--- src/rtl/frequency_analyzer_reader.sv ---
// AXI4-Lite master that drains a frequency analyzer's histogram on interrupt.
// An irq rising edge starts a burst. The burst reads NUM_REGS consecutive words,
// hands each word downstream with a valid/ready handshake, and then writes
// CLEAR_VALUE to CLEAR_ADDR. All outputs come straight from registers.
module frequency_analyzer_reader #(
    parameter int                                C_M00_AXI_DATA_WIDTH = 32,
    parameter int                                C_M00_AXI_ADDR_WIDTH = 10,
    parameter int                                BASE_ADDR            = 0,
    parameter int                                NUM_REGS             = 8,
    parameter logic [C_M00_AXI_ADDR_WIDTH-1:0]   CLEAR_ADDR           = 10'h3FC,
    parameter logic [31:0]                       CLEAR_VALUE          = 32'h1
) (
    input  logic                              m00_axi_aclk,
    input  logic                              m00_axi_aresetn,
    input  logic                              irq,
    output logic [C_M00_AXI_ADDR_WIDTH-1:0]   m00_axi_awaddr,
    output logic [2:0]                        m00_axi_awprot,
    output logic                              m00_axi_awvalid,
    input  logic                              m00_axi_awready,
    output logic [C_M00_AXI_DATA_WIDTH-1:0]   m00_axi_wdata,
    output logic [3:0]                        m00_axi_wstrb,
    output logic                              m00_axi_wvalid,
    input  logic                              m00_axi_wready,
    input  logic [1:0]                        m00_axi_bresp,
    input  logic                              m00_axi_bvalid,
    output logic                              m00_axi_bready,
    output logic [C_M00_AXI_ADDR_WIDTH-1:0]   m00_axi_araddr,
    output logic [2:0]                        m00_axi_arprot,
    output logic                              m00_axi_arvalid,
    input  logic                              m00_axi_arready,
    input  logic [C_M00_AXI_DATA_WIDTH-1:0]   m00_axi_rdata,
    input  logic [1:0]                        m00_axi_rresp,
    input  logic                              m00_axi_rvalid,
    output logic                              m00_axi_rready,
    output logic [31:0]                       out_data,
    output logic [7:0]                        out_index,
    output logic                              out_valid,
    input  logic                              out_ready,
    output logic                              busy,
    output logic                              done,
    output logic                              error
);

    typedef enum logic [2:0] {
        IDLE    = 3'd0,
        RD_ADDR = 3'd1,
        RD_DATA = 3'd2,
        PUSH    = 3'd3,
        WR_ADDR = 3'd4,
        WR_RESP = 3'd5,
        DONE    = 3'd6
    } state_t;

    localparam logic [C_M00_AXI_ADDR_WIDTH-1:0] BASE_A   = C_M00_AXI_ADDR_WIDTH'(BASE_ADDR);
    localparam logic [8:0]                      LAST_IDX = 9'(NUM_REGS - 1);

    state_t                              state_r, state_s;
    logic [1:0]                          sync_r;
    logic                                edge_prev_r;
    logic                                trig_s;
    logic [7:0]                          index_r, index_s;
    logic                                pending_r, pending_s;
    logic                                error_r, error_s;
    logic [31:0]                         out_data_r, out_data_s;
    logic                                aw_done_r, aw_done_s;
    logic                                w_done_r, w_done_s;
    logic                                aw_hs_s, w_hs_s;
    logic [C_M00_AXI_ADDR_WIDTH-1:0]     araddr_r, araddr_s;
    logic                                arvalid_r, rready_r, out_valid_r;
    logic                                awvalid_r, wvalid_r, bready_r;
    logic                                busy_r, done_r;

    // Rising edge of the synchronized interrupt; high for exactly one clock.
    assign trig_s = sync_r[1] & ~edge_prev_r;

    // Two-flop synchronizer for irq plus the delayed copy used by the edge detector.
    always_ff @(posedge m00_axi_aclk or negedge m00_axi_aresetn) begin
        if (!m00_axi_aresetn) begin
            sync_r      <= 2'b00;
            edge_prev_r <= 1'b0;
        end else begin
            sync_r      <= {sync_r[0], irq};
            edge_prev_r <= sync_r[1];
        end
    end

    // Next-state logic and the next values of the datapath registers.
    always_comb begin
        state_s    = state_r;
        index_s    = index_r;
        pending_s  = pending_r;
        error_s    = error_r;
        out_data_s = out_data_r;
        aw_done_s  = aw_done_r;
        w_done_s   = w_done_r;
        aw_hs_s    = aw_done_r | (awvalid_r & m00_axi_awready);
        w_hs_s     = w_done_r | (wvalid_r & m00_axi_wready);

        // A trigger during a burst is remembered once; extra ones are dropped.
        if (trig_s && (state_r != IDLE)) begin
            pending_s = 1'b1;
        end else begin
            pending_s = pending_r;
        end

        case (state_r)
            IDLE: begin
                if (trig_s || pending_r) begin
                    state_s   = RD_ADDR;
                    index_s   = 8'd0;
                    error_s   = 1'b0;
                    pending_s = 1'b0;
                end else begin
                    state_s = IDLE;
                end
            end
            RD_ADDR: begin
                if (m00_axi_arready) begin
                    state_s = RD_DATA;
                end else begin
                    state_s = RD_ADDR;
                end
            end
            RD_DATA: begin
                if (m00_axi_rvalid) begin
                    out_data_s = m00_axi_rdata[31:0];
                    error_s    = error_r | (m00_axi_rresp != 2'b00);
                    state_s    = PUSH;
                end else begin
                    state_s = RD_DATA;
                end
            end
            PUSH: begin
                if (out_ready) begin
                    if ({1'b0, index_r} < LAST_IDX) begin
                        index_s = index_r + 8'd1;
                        state_s = RD_ADDR;
                    end else begin
                        state_s = WR_ADDR;
                    end
                end else begin
                    state_s = PUSH;
                end
            end
            WR_ADDR: begin
                // Address and data handshakes complete independently, in any order.
                if (aw_hs_s && w_hs_s) begin
                    aw_done_s = 1'b0;
                    w_done_s  = 1'b0;
                    state_s   = WR_RESP;
                end else begin
                    aw_done_s = aw_hs_s;
                    w_done_s  = w_hs_s;
                    state_s   = WR_ADDR;
                end
            end
            WR_RESP: begin
                if (m00_axi_bvalid) begin
                    error_s = error_r | (m00_axi_bresp != 2'b00);
                    state_s = DONE;
                end else begin
                    state_s = WR_RESP;
                end
            end
            DONE: begin
                state_s = IDLE;
            end
            default: begin
                state_s = IDLE;
            end
        endcase

        araddr_s = BASE_A + C_M00_AXI_ADDR_WIDTH'({index_s, 2'b00});
    end

    // State, datapath and output registers; outputs are decoded from the next state.
    always_ff @(posedge m00_axi_aclk or negedge m00_axi_aresetn) begin
        if (!m00_axi_aresetn) begin
            state_r     <= IDLE;
            index_r     <= 8'd0;
            pending_r   <= 1'b0;
            error_r     <= 1'b0;
            out_data_r  <= 32'd0;
            aw_done_r   <= 1'b0;
            w_done_r    <= 1'b0;
            araddr_r    <= '0;
            arvalid_r   <= 1'b0;
            rready_r    <= 1'b0;
            out_valid_r <= 1'b0;
            awvalid_r   <= 1'b0;
            wvalid_r    <= 1'b0;
            bready_r    <= 1'b0;
            busy_r      <= 1'b0;
            done_r      <= 1'b0;
        end else begin
            state_r     <= state_s;
            index_r     <= index_s;
            pending_r   <= pending_s;
            error_r     <= error_s;
            out_data_r  <= out_data_s;
            aw_done_r   <= aw_done_s;
            w_done_r    <= w_done_s;
            araddr_r    <= araddr_s;
            arvalid_r   <= (state_s == RD_ADDR);
            rready_r    <= (state_s == RD_DATA);
            out_valid_r <= (state_s == PUSH);
            awvalid_r   <= (state_s == WR_ADDR) && !aw_done_s;
            wvalid_r    <= (state_s == WR_ADDR) && !w_done_s;
            bready_r    <= (state_s == WR_RESP);
            busy_r      <= (state_s != IDLE);
            done_r      <= (state_s == DONE);
        end
    end

    assign m00_axi_awaddr  = CLEAR_ADDR;
    assign m00_axi_awprot  = 3'b000;
    assign m00_axi_awvalid = awvalid_r;
    assign m00_axi_wdata   = C_M00_AXI_DATA_WIDTH'(CLEAR_VALUE);
    assign m00_axi_wstrb   = 4'hF;
    assign m00_axi_wvalid  = wvalid_r;
    assign m00_axi_bready  = bready_r;
    assign m00_axi_araddr  = araddr_r;
    assign m00_axi_arprot  = 3'b000;
    assign m00_axi_arvalid = arvalid_r;
    assign m00_axi_rready  = rready_r;
    assign out_data        = out_data_r;
    assign out_index       = index_r;
    assign out_valid       = out_valid_r;
    assign busy            = busy_r;
    assign done            = done_r;
    assign error           = error_r;

endmodule
--- config.mk ---
export PLATFORM = sky130hd
export DESIGN_NAME = frequency_analyzer_reader
export DESIGN_NICKNAME = d
export VERILOG_FILES = /design/src/rtl/frequency_analyzer_reader.sv
export SDC_FILE = /design/constraint.sdc
export NUM_CORES = 1
export LEC_CHECK = 0
export ABC_CLOCK_PERIOD_IN_PS = 2590
export CAP_MARGIN = 40
export CORE_MARGIN = 2
export CORE_UTILIZATION = 42
export DETAILED_ROUTE_END_ITERATION = 6
export HOLD_SLACK_MARGIN = 0.1
export PLACE_DENSITY = 0.95
export SYNTH_ARGS = -nofsm -noshare
export SYNTH_HDL_FRONTEND = slang
export SYNTH_SLANG_ARGS = --single-unit
--- constraint.sdc ---
create_clock -name m00_axi_aclk -period 2.59 [get_ports m00_axi_aclk]
set_input_delay 0.3885 -clock m00_axi_aclk [delete_from_list [all_inputs] [get_ports m00_axi_aclk]]
set_output_delay 0.3885 -clock m00_axi_aclk [all_outputs]
set_load 0.01 [all_outputs]
# == Word-level counts from Yosys, hierarchy flattened ==
# Cells that the tools add are included.
# op_classes
n_reduce_logical,17
addsub,1
mux,23
eq_ne,16
bitwise,8
magnitude_cmp,1
# ops
operator,count
8-bit two-way mux,3
3-bit one-hot mux with 6 select lines,1
8-bit one-hot mux with 2 select lines,1
3-bit equality test (second input constant),5
1-bit two-way mux,13
3-bit by 2-bit equality test with 1-bit output (second input constant),4
2-bit inequality test (second input constant),5
3-bit nonzero test,3
8-bit by 1-bit adder with 8-bit output (second input constant),1
8-bit by 3-bit < comparator with 1-bit output (second input constant),1
4-bit AND reduction,2
3-bit by 1-bit equality test with 1-bit output (second input constant),2
3-bit two-way mux,2
2-bit nonzero test,3
1-bit logical AND,4
2-bit two-way mux,2
1-bit OR,4
1-bit AND,3
3-bit zero test,1
1-bit one-hot mux with 3 select lines,1
1-bit zero test,2
2-bit AND reduction,1
1-bit logical OR,1
1-bit inverter,1
# word_totals
wordCells,83
output_inout_bits,111
in_bits,45
ff_bits,58

# == Depth between registers and ports, before layout ==
# Gate-level depths: netlist (run 1).
# depth
word_depth,7
depth_mapped,6
mapped_depth_nobuf,6

# == Least setup slack after synthesis (run 1) ==
# No wires, ideal clock.
# synth_timing
path_type,register -> register
start,"register, netlist name m00_axi_araddr[2]"
end,register busy_r (netlist: busy)
path_buffers,0
setup_ps,131
required_time_ps,2459
path_stages_with_launch,7
synth_period_minus_slack_ps,1696
t_arrival_ps,1565
setup_slack_ps,894
cell_sequence,dfrtp_1 > ha_1 > a21oi_1 > a21oi_1 > nor2_1 > inv_1 > or3_1
# synth_rtl
item,line,text
end signal: assignment,210,busy_r <= (state_s != IDLE);
end: declaration,71,"logic busy_r, done_r;"

==> impl_metrics.env, run 1 <==
export IMPL_layout_common_cells="100 x clkdlybuf4s50_1, 58 x dfrtp_1, 54 x conb_1"
export IMPL_grt_max_degree=33
export IMPL_path_clk_slew_ns=0.06
export IMPL_fin_skew_ns=0.00887
export IMPL_worstPathArrival_ns=2.16
export IMPL_ys_types=43
export IMPL_fp_dieW_um=85.3
export IMPL_drive_gt1_share_pct=16.8
export IMPL_fp_coreArea_um2=6350
export IMPL_fmax_mhz=513
export IMPL_synth_top_area_share_pct=52.3
export IMPL_grt_pass1_vias=1766
export IMPL_fin_crit_sh_pct=75.3
export IMPL_final_nets=370
export IMPL_crit_type="flop to flop"
export IMPL_via_count=1877
export IMPL_leakage_nw=1.66
export IMPL_slowest_delay_ns=0.43
export IMPL_crit_path_max_fanout=6
export IMPL_cts_tree="built"
export IMPL_grt_busiest_layer="met2"
export IMPL_cts_num_sinks=58
export IMPL_ys_seq_area_share_pct=52.3
export IMPL_critPathMostFrequentCell="a21oi_1"
export IMPL_vdd_drop_max_mv=0.557
export IMPL_slew_limit_headroom_pct=54.9
export IMPL_path_buf_inv=1
export IMPL_synth_area_leaders="dfrtp_1 52%, buf_4 18%, mux2_2 13%"
export IMPL_ys_ff_latch=58
export IMPL_h_tree_depth=3
export IMPL_cts_setup_buffers=0
export IMPL_yosys_warnings=0
export IMPL_area_growth_syn_to_layout_pct=35.3
export IMPL_cp_data_required_time_ns=2.80
export IMPL_fill_cells=535
export IMPL_crit_chain="ha_1 > a21oi_1 > a21oi_1 > nor2_1 > inv_1 > or3_1"
export IMPL_start_util_pct=43.7
export IMPL_dieHeight_um=85.3
export IMPL_hold_viol=0
export IMPL_antenna_cells=0
export IMPL_final_max_slew_viol_count=0
export IMPL_grtUsageTotal_pct=15.4
export IMPL_finalWirelength_um=5520
export IMPL_cap_viol_max_count=0
export IMPL_powerDensity_nw_per_um2=1000
export IMPL_overflow=0
export IMPL_rsz0062_at_grt="no"
export IMPL_netlist_instances=226
export IMPL_hpwl_um=4100
export IMPL_use_met3_pct=5.45
export IMPL_timing_final_ws_setup_ns=0.639
export IMPL_holdBufCountCts=0
export IMPL_tightestPinTransition_ns=0.677
export IMPL_cts_path_max_buffers=2
export IMPL_hold_path_class="primary input to asynchronous set/reset pin"
export IMPL_crit_path_start_kind="flop"
export IMPL_dieArea_um2=7270
export IMPL_final_common_cell="clkdlybuf4s50_1"
export IMPL_fin_setup_tns_ns=0
export IMPL_synth_avg_cell_area_um2=12.3
export IMPL_place_congestion=0.776
export IMPL_drc=0
export IMPL_grt_pass1_wl_um=8630
export IMPL_post_cts_resized=0
export IMPL_use_met1_pct=17.7
export IMPL_crit_slowest_cell="dfrtp_1"
export IMPL_viasPerCell=4.63
export IMPL_synth_area_um2=2770
export IMPL_antenna_found_initial=0
export IMPL_portBuffers=101
export IMPL_detail_route_wl_per_cell_um=13.6
export IMPL_yosysTopAreaCell="dfrtp_1"
export IMPL_rows=29
export IMPL_fin_util_pct=59.1
export IMPL_numCtsBuffers=9
export IMPL_period_minus_slack_ns=1.95
export IMPL_status="complete, no violations"
export IMPL_crit_family="simple AND/OR/NAND/NOR gates"
export IMPL_dp_slack_ns=0.551
export IMPL_first_pass_iters=4
export IMPL_grt_util_met2_pct=25.0
export IMPL_clock_latency_ns=0.33
export IMPL_io_pin_count=156
export IMPL_endpoint_kind="flop"
export IMPL_setup_viol=0
export IMPL_ant_nets=0
export IMPL_root_buffer="clkbuf_8"
export IMPL_drt_initial_drc_count=53
-- cells by family after synthesis --
logic type | share of synthesized area [%]
other | 0.271
DFF | 52.3
buffers and inverters | 18.5
AOI/OAI and AO/OA | 7.09
and+or+nand+nor | 7.99
adders and majority gates | 0.451
muxes | 13.4
-- synth_stat cells, drive strengths merged --
cell,count
buf,67
dfrtp,58
mux2,32
a21oi,6
nor2,6
nand2,5
and2,4
nor2b,3
nor4,3
o21a,3
o21ai,3
a21boi,2
and3b,2
clkbuf,2
conb,2
nand3,2
nor3,2
o22a,2
or2,2
a21o,1
a22o,1
a22oi,1
a31o,1
and3,1
ha,1
inv,1
mux2i,1
nand2b,1
nand3b,1
nand4,1
nand4b,1
nor4b,1
o2111ai,1
o211a,1
o221ai,1
o2bb2ai,1
o32ai,1
or3,1
or3b,1
-- area by class of cell --
class	count	area [um2]	area share [%]
Sequential cell	58	1450	38.7
Clock inverter	3	15.0	0.400
Tap cell	77	96.3	2.57
Timing Repair Buffer	104	1030	27.4
Inverter	1	3.75	0.100
Multi-Input combinational cell	150	1000	26.8
Clock buffer	12	155	4.14
-- where the power goes --
group / leakage [nW] / switching, mW / internal, mW
clock network: 0.0920 / 0.337 / 0.389
registers: 0.719 / 0.201 / 1.24
logic: 0.849 / 0.620 / 0.960
total: 1.66 / 1.16 / 2.59
-- registers in the layout, indices dropped and copies added (netlist names), 2 cells and up --
signal and cells:
m00_axi_araddr 8, out_data 32, state_r 3, sync_r 2
-- worst paths after layout --
kind	end	depth (start not counted)	from	slack, ns
setup / recovery	busy	6	m00_axi_araddr[2]	0.64
min in group m00_axi_aclk	sync_r[1]	0	sync_r[0]	0.37
hold / removal	out_data[1]	1	m00_axi_aresetn	0.1
setup reg to reg	busy	6	m00_axi_araddr[2]	0.64
max in group asynchronous	edge_prev_r	2	m00_axi_aresetn	1.69
hold reg to reg	sync_r[1]	0	sync_r[0]	0.37
-- routing by layer --
layer / part of all wire, % / wire (um)
met5: 0 / 0
met1: 40 / 2190
met3: 11 / 584
met2: 47 / 2610
met4: 2.5 / 140
-- metrics by stage --
stage,total power [mW],cells,instance area [um2],hold slack (ns)
floorplan,2.28,278,2970,0.0929
global placement,2.98,389,3580,0.352
detailed placement,3.05,390,3580,0.359
CTS,3.79,405,3750,0.107
global route,3.98,405,3750,0.134
finish,3.75,405,3750,0.0952
Note: power is estimated with default switching activity, not from simulation.
==> run 2: changes to the inputs <==
--- a/config.mk
+++ b/config.mk
@@ -5,13 +5,13 @@
 export SDC_FILE = /design/constraint.sdc
 export NUM_CORES = 1
 export LEC_CHECK = 0
-export ABC_CLOCK_PERIOD_IN_PS = 2590
+export ABC_CLOCK_PERIOD_IN_PS = 1900
 export CAP_MARGIN = 40
 export CORE_MARGIN = 2
-export CORE_UTILIZATION = 42
+export CORE_UTILIZATION = 39
 export DETAILED_ROUTE_END_ITERATION = 6
 export HOLD_SLACK_MARGIN = 0.1
-export PLACE_DENSITY = 0.95
+export PLACE_DENSITY = 0.9
 export SYNTH_ARGS = -nofsm -noshare
 export SYNTH_HDL_FRONTEND = slang
 export SYNTH_SLANG_ARGS = --single-unit
==> constraint.sdc (replaced) <==
create_clock -name m00_axi_aclk -period 1.9 [get_ports m00_axi_aclk]
set_input_delay 0.285 -clock m00_axi_aclk [delete_from_list [all_inputs] [get_ports m00_axi_aclk]]
set_output_delay 0.285 -clock m00_axi_aclk [all_outputs]
set_load 0.01 [all_outputs]
==> run 2 against run 1 <==
Against the previous run:
- maximum frequency is 9.9% higher
- clock power is 64% higher
- clock-buffer cell count is 2 lower
- utilization is 1.8 points lower
- power is 44% higher
- via count is 1.0% higher
- sequential power is 35% higher
- die area is 7.3% higher
- critical endpoint unchanged
- flip-flop and latch count stayed put
- global-route usage is 1.1 points lower
==> impl_metrics.env, run 2 (synthesis gave the netlist of run 1 again) <==
export IMPL_seqPwrFrac_pct=35.9
export IMPL_crit_chain="ha_1 > a21oi_1 > a21oi_1 > nor2_1 > inv_1 > or3_1"
export IMPL_slew_limit_headroom_pct=54.4
export IMPL_hpwl_um=4160
export IMPL_crit_path_start_kind="flop"
export IMPL_cts_setup_buffers=0
export IMPL_endpoint_kind="flop"
export IMPL_slowest_delay_ns=0.42
export IMPL_final_nets=378
export IMPL_crit_type="flop to flop"
export IMPL_final_area_um2=3910
export IMPL_seq_area_um2=1450
export IMPL_powerDensity_nw_per_um2=1380
export IMPL_place_congestion=0.847
export IMPL_setup_viol=0
export IMPL_grt_pass1_wl_um=8400
export IMPL_root_buffer="clkbuf_8"
export IMPL_clock_latency_ns=0.33
export IMPL_rsz0062_at_grt="no"
export IMPL_path_clk_slew_ns=0.07
export IMPL_final_common_cell="clkdlybuf4s50_1"
export IMPL_cts_tree="built"
export IMPL_layout_common_cells="100 x clkdlybuf4s50_1, 58 x dfrtp_1, 54 x conb_1"
export IMPL_dieArea_um2=7800
export IMPL_critPathMostFrequentCell="a21oi_1"
export IMPL_cp_data_required_time_ns=2.11
export IMPL_switchingPower_mw=1.59
export IMPL_power_mw=5.41
export IMPL_finalWirelength_um=5580
export IMPL_fill_cells=591
export IMPL_grt_max_degree=33
export IMPL_first_pass_iters=4
export IMPL_detail_route_wl_per_cell_um=12.9
export IMPL_cts_path_max_buffers=2
export IMPL_rows=30
export IMPL_fp_dieW_um=88.3
export IMPL_switching_share_pct=29.5
export IMPL_viasPerCell=4.39
export IMPL_placed_area_um2=3680
export IMPL_crit_family="simple AND/OR/NAND/NOR gates"
export IMPL_hold_viol=0
export IMPL_fin_skew_ns=0.0102
export IMPL_fin_crit_sh_pct=93.5
export IMPL_antenna_cells=0
export IMPL_fmax_mhz=563
export IMPL_clkPwrFrac_pct=22.0
export IMPL_dieHeight_um=88.3
export IMPL_combPwrFrac_pct=42.1
export IMPL_crit_slowest_cell="dfrtp_1"
export IMPL_period_minus_slack_ns=1.78
export IMPL_h_tree_depth=3
export IMPL_cts_num_sinks=58
export IMPL_hold_path_class="flop to flop"
export IMPL_drive_gt1_share_pct=18.5
export IMPL_start_util_pct=40.6
export IMPL_numCtsBuffers=9
export IMPL_overflow=0
export IMPL_crit_path_max_fanout=5
export IMPL_final_max_slew_viol_count=0
export IMPL_antenna_found_initial=0
export IMPL_vdd_drop_max_mv=0.672
export IMPL_ant_nets=0
export IMPL_status="complete, no violations"
export IMPL_fp_coreArea_um2=6830
export IMPL_internal_power_mw=3.82
export IMPL_portBuffers=101
export IMPL_fin_setup_tns_ns=0
export IMPL_worstPathArrival_ns=1.98
export IMPL_cap_viol_max_count=0
export IMPL_leakage_nw=1.72
export IMPL_multi_input_area_um2=1010
export IMPL_drt_initial_drc_count=61
export IMPL_via_count=1896
export IMPL_io_pin_count=156
export IMPL_area_growth_syn_to_layout_pct=41.1
export IMPL_drc=0
export IMPL_path_buf_inv=1
export IMPL_fin_util_pct=57.3
export IMPL_tightestPinTransition_ns=0.684
export IMPL_largest_register_ffs=32
export IMPL_grt_pass1_vias=1761
export IMPL_grtUsageTotal_pct=14.3
## run 2: cell count changes in the layout (fill, tap and decap cells not counted)
cell	before	now
buf_4	2	8
buf_12	0	2
bufinv_16	0	2
clkbuf_8	11	9
clkinv_2	3	1
clkinvlp_4	0	2
buf_2	2	1
dlygate4sd3_1	0	1
nor4_2	1	0
nor4_4	0	1
## run 2: area by class of cell
cell class | count | area share (%)
Clock buffer | 10 | 3.26
Tap cell | 96 | 3.07
Clock inverter | 5 | 2.05
Inverter | 1 | 0.0960
Multi-Input combinational cell | 150 | 25.9
Timing Repair Buffer | 112 | 28.5
Sequential cell | 58 | 37.1
## run 2: routing by layer
| layer | wire length (um) | share of wire, % | GRT usage (%) |
|---|---|---|---|
| met1 | 2200 | 39 | 16.4 |
| met2 | 2810 | 50 | 25.2 |
| met3 | 481 | 8.6 | 3.17 |
| met4 | 85 | 1.5 | 6.89 |
| met5 | 0 | 0 | 0 |
## run 2: metrics by stage
stage | setup slack, ns | cells | hold slack [ns]
4_1_cts | 0.106 | 432 | 0.349
6_report | 0.124 | 432 | 0.348
5_1_grt | 0.00343 | 432 | 0.353
2_1_floorplan | 0.204 | 278 | -0.0106
3_5_place_dp | 0.0106 | 416 | 0.336
3_3_place_gp | 0.0592 | 416 | 0.334
## run 2: worst reg2reg max path, cell delays in order, from the launching register on
cell	delay (ns)
dfrtp_1	0.42
ha_1	0.21
a21oi_1	0.26
a21oi_1	0.16
nor2_1	0.15
inv_1	0.09
or3_1	0.37
## run 2: repair_timing
item,CTS,global route
gates resized for setup,0,1
setup endpoints to repair,0,1
endpoints found under the hold margin,29,0
hold buffers,1,0
## run 2: power by group through the flow
stage                     clock, mW  sequential [mW]  combinational, mW
after global placement            0             1.94               2.24
after detailed placement          0             1.97               2.29
after floorplan                   0             2.15              0.962
after CTS                      1.23             1.95               2.30
final                          1.19             1.94               2.28
after global routing           1.29             2.00               2.46
## run 2: path summary, 6_finish.rpt
| kind | startpoint | to | slack (ns) | cells after the start |
|---|---|---|---|---|
| max in group asynchronous | m00_axi_aresetn | m00_axi_araddr[4] | 0.76 | 3 |
| min reg2reg | sync_r[0] | sync_r[1] | 0.35 | 0 |
| max reg2reg | m00_axi_araddr[3] | busy | 0.12 | 6 |
| min | sync_r[0] | sync_r[1] | 0.35 | 0 |
| max | m00_axi_araddr[3] | busy | 0.12 | 6 |
| min in group asynchronous | m00_axi_aresetn | out_data[10] | 0.52 | 2 |
==> run 3: changes to the inputs <==
--- a/config.mk
+++ b/config.mk
@@ -12,6 +12,7 @@
 export DETAILED_ROUTE_END_ITERATION = 6
 export HOLD_SLACK_MARGIN = 0.1
 export PLACE_DENSITY = 0.9
+export SLEW_MARGIN = 30
 export SYNTH_ARGS = -nofsm -noshare
 export SYNTH_HDL_FRONTEND = slang
 export SYNTH_SLANG_ARGS = --single-unit
==> results of run 3 <==
Same layout as run 2: the final DEF is identical, and so are final timing and power.
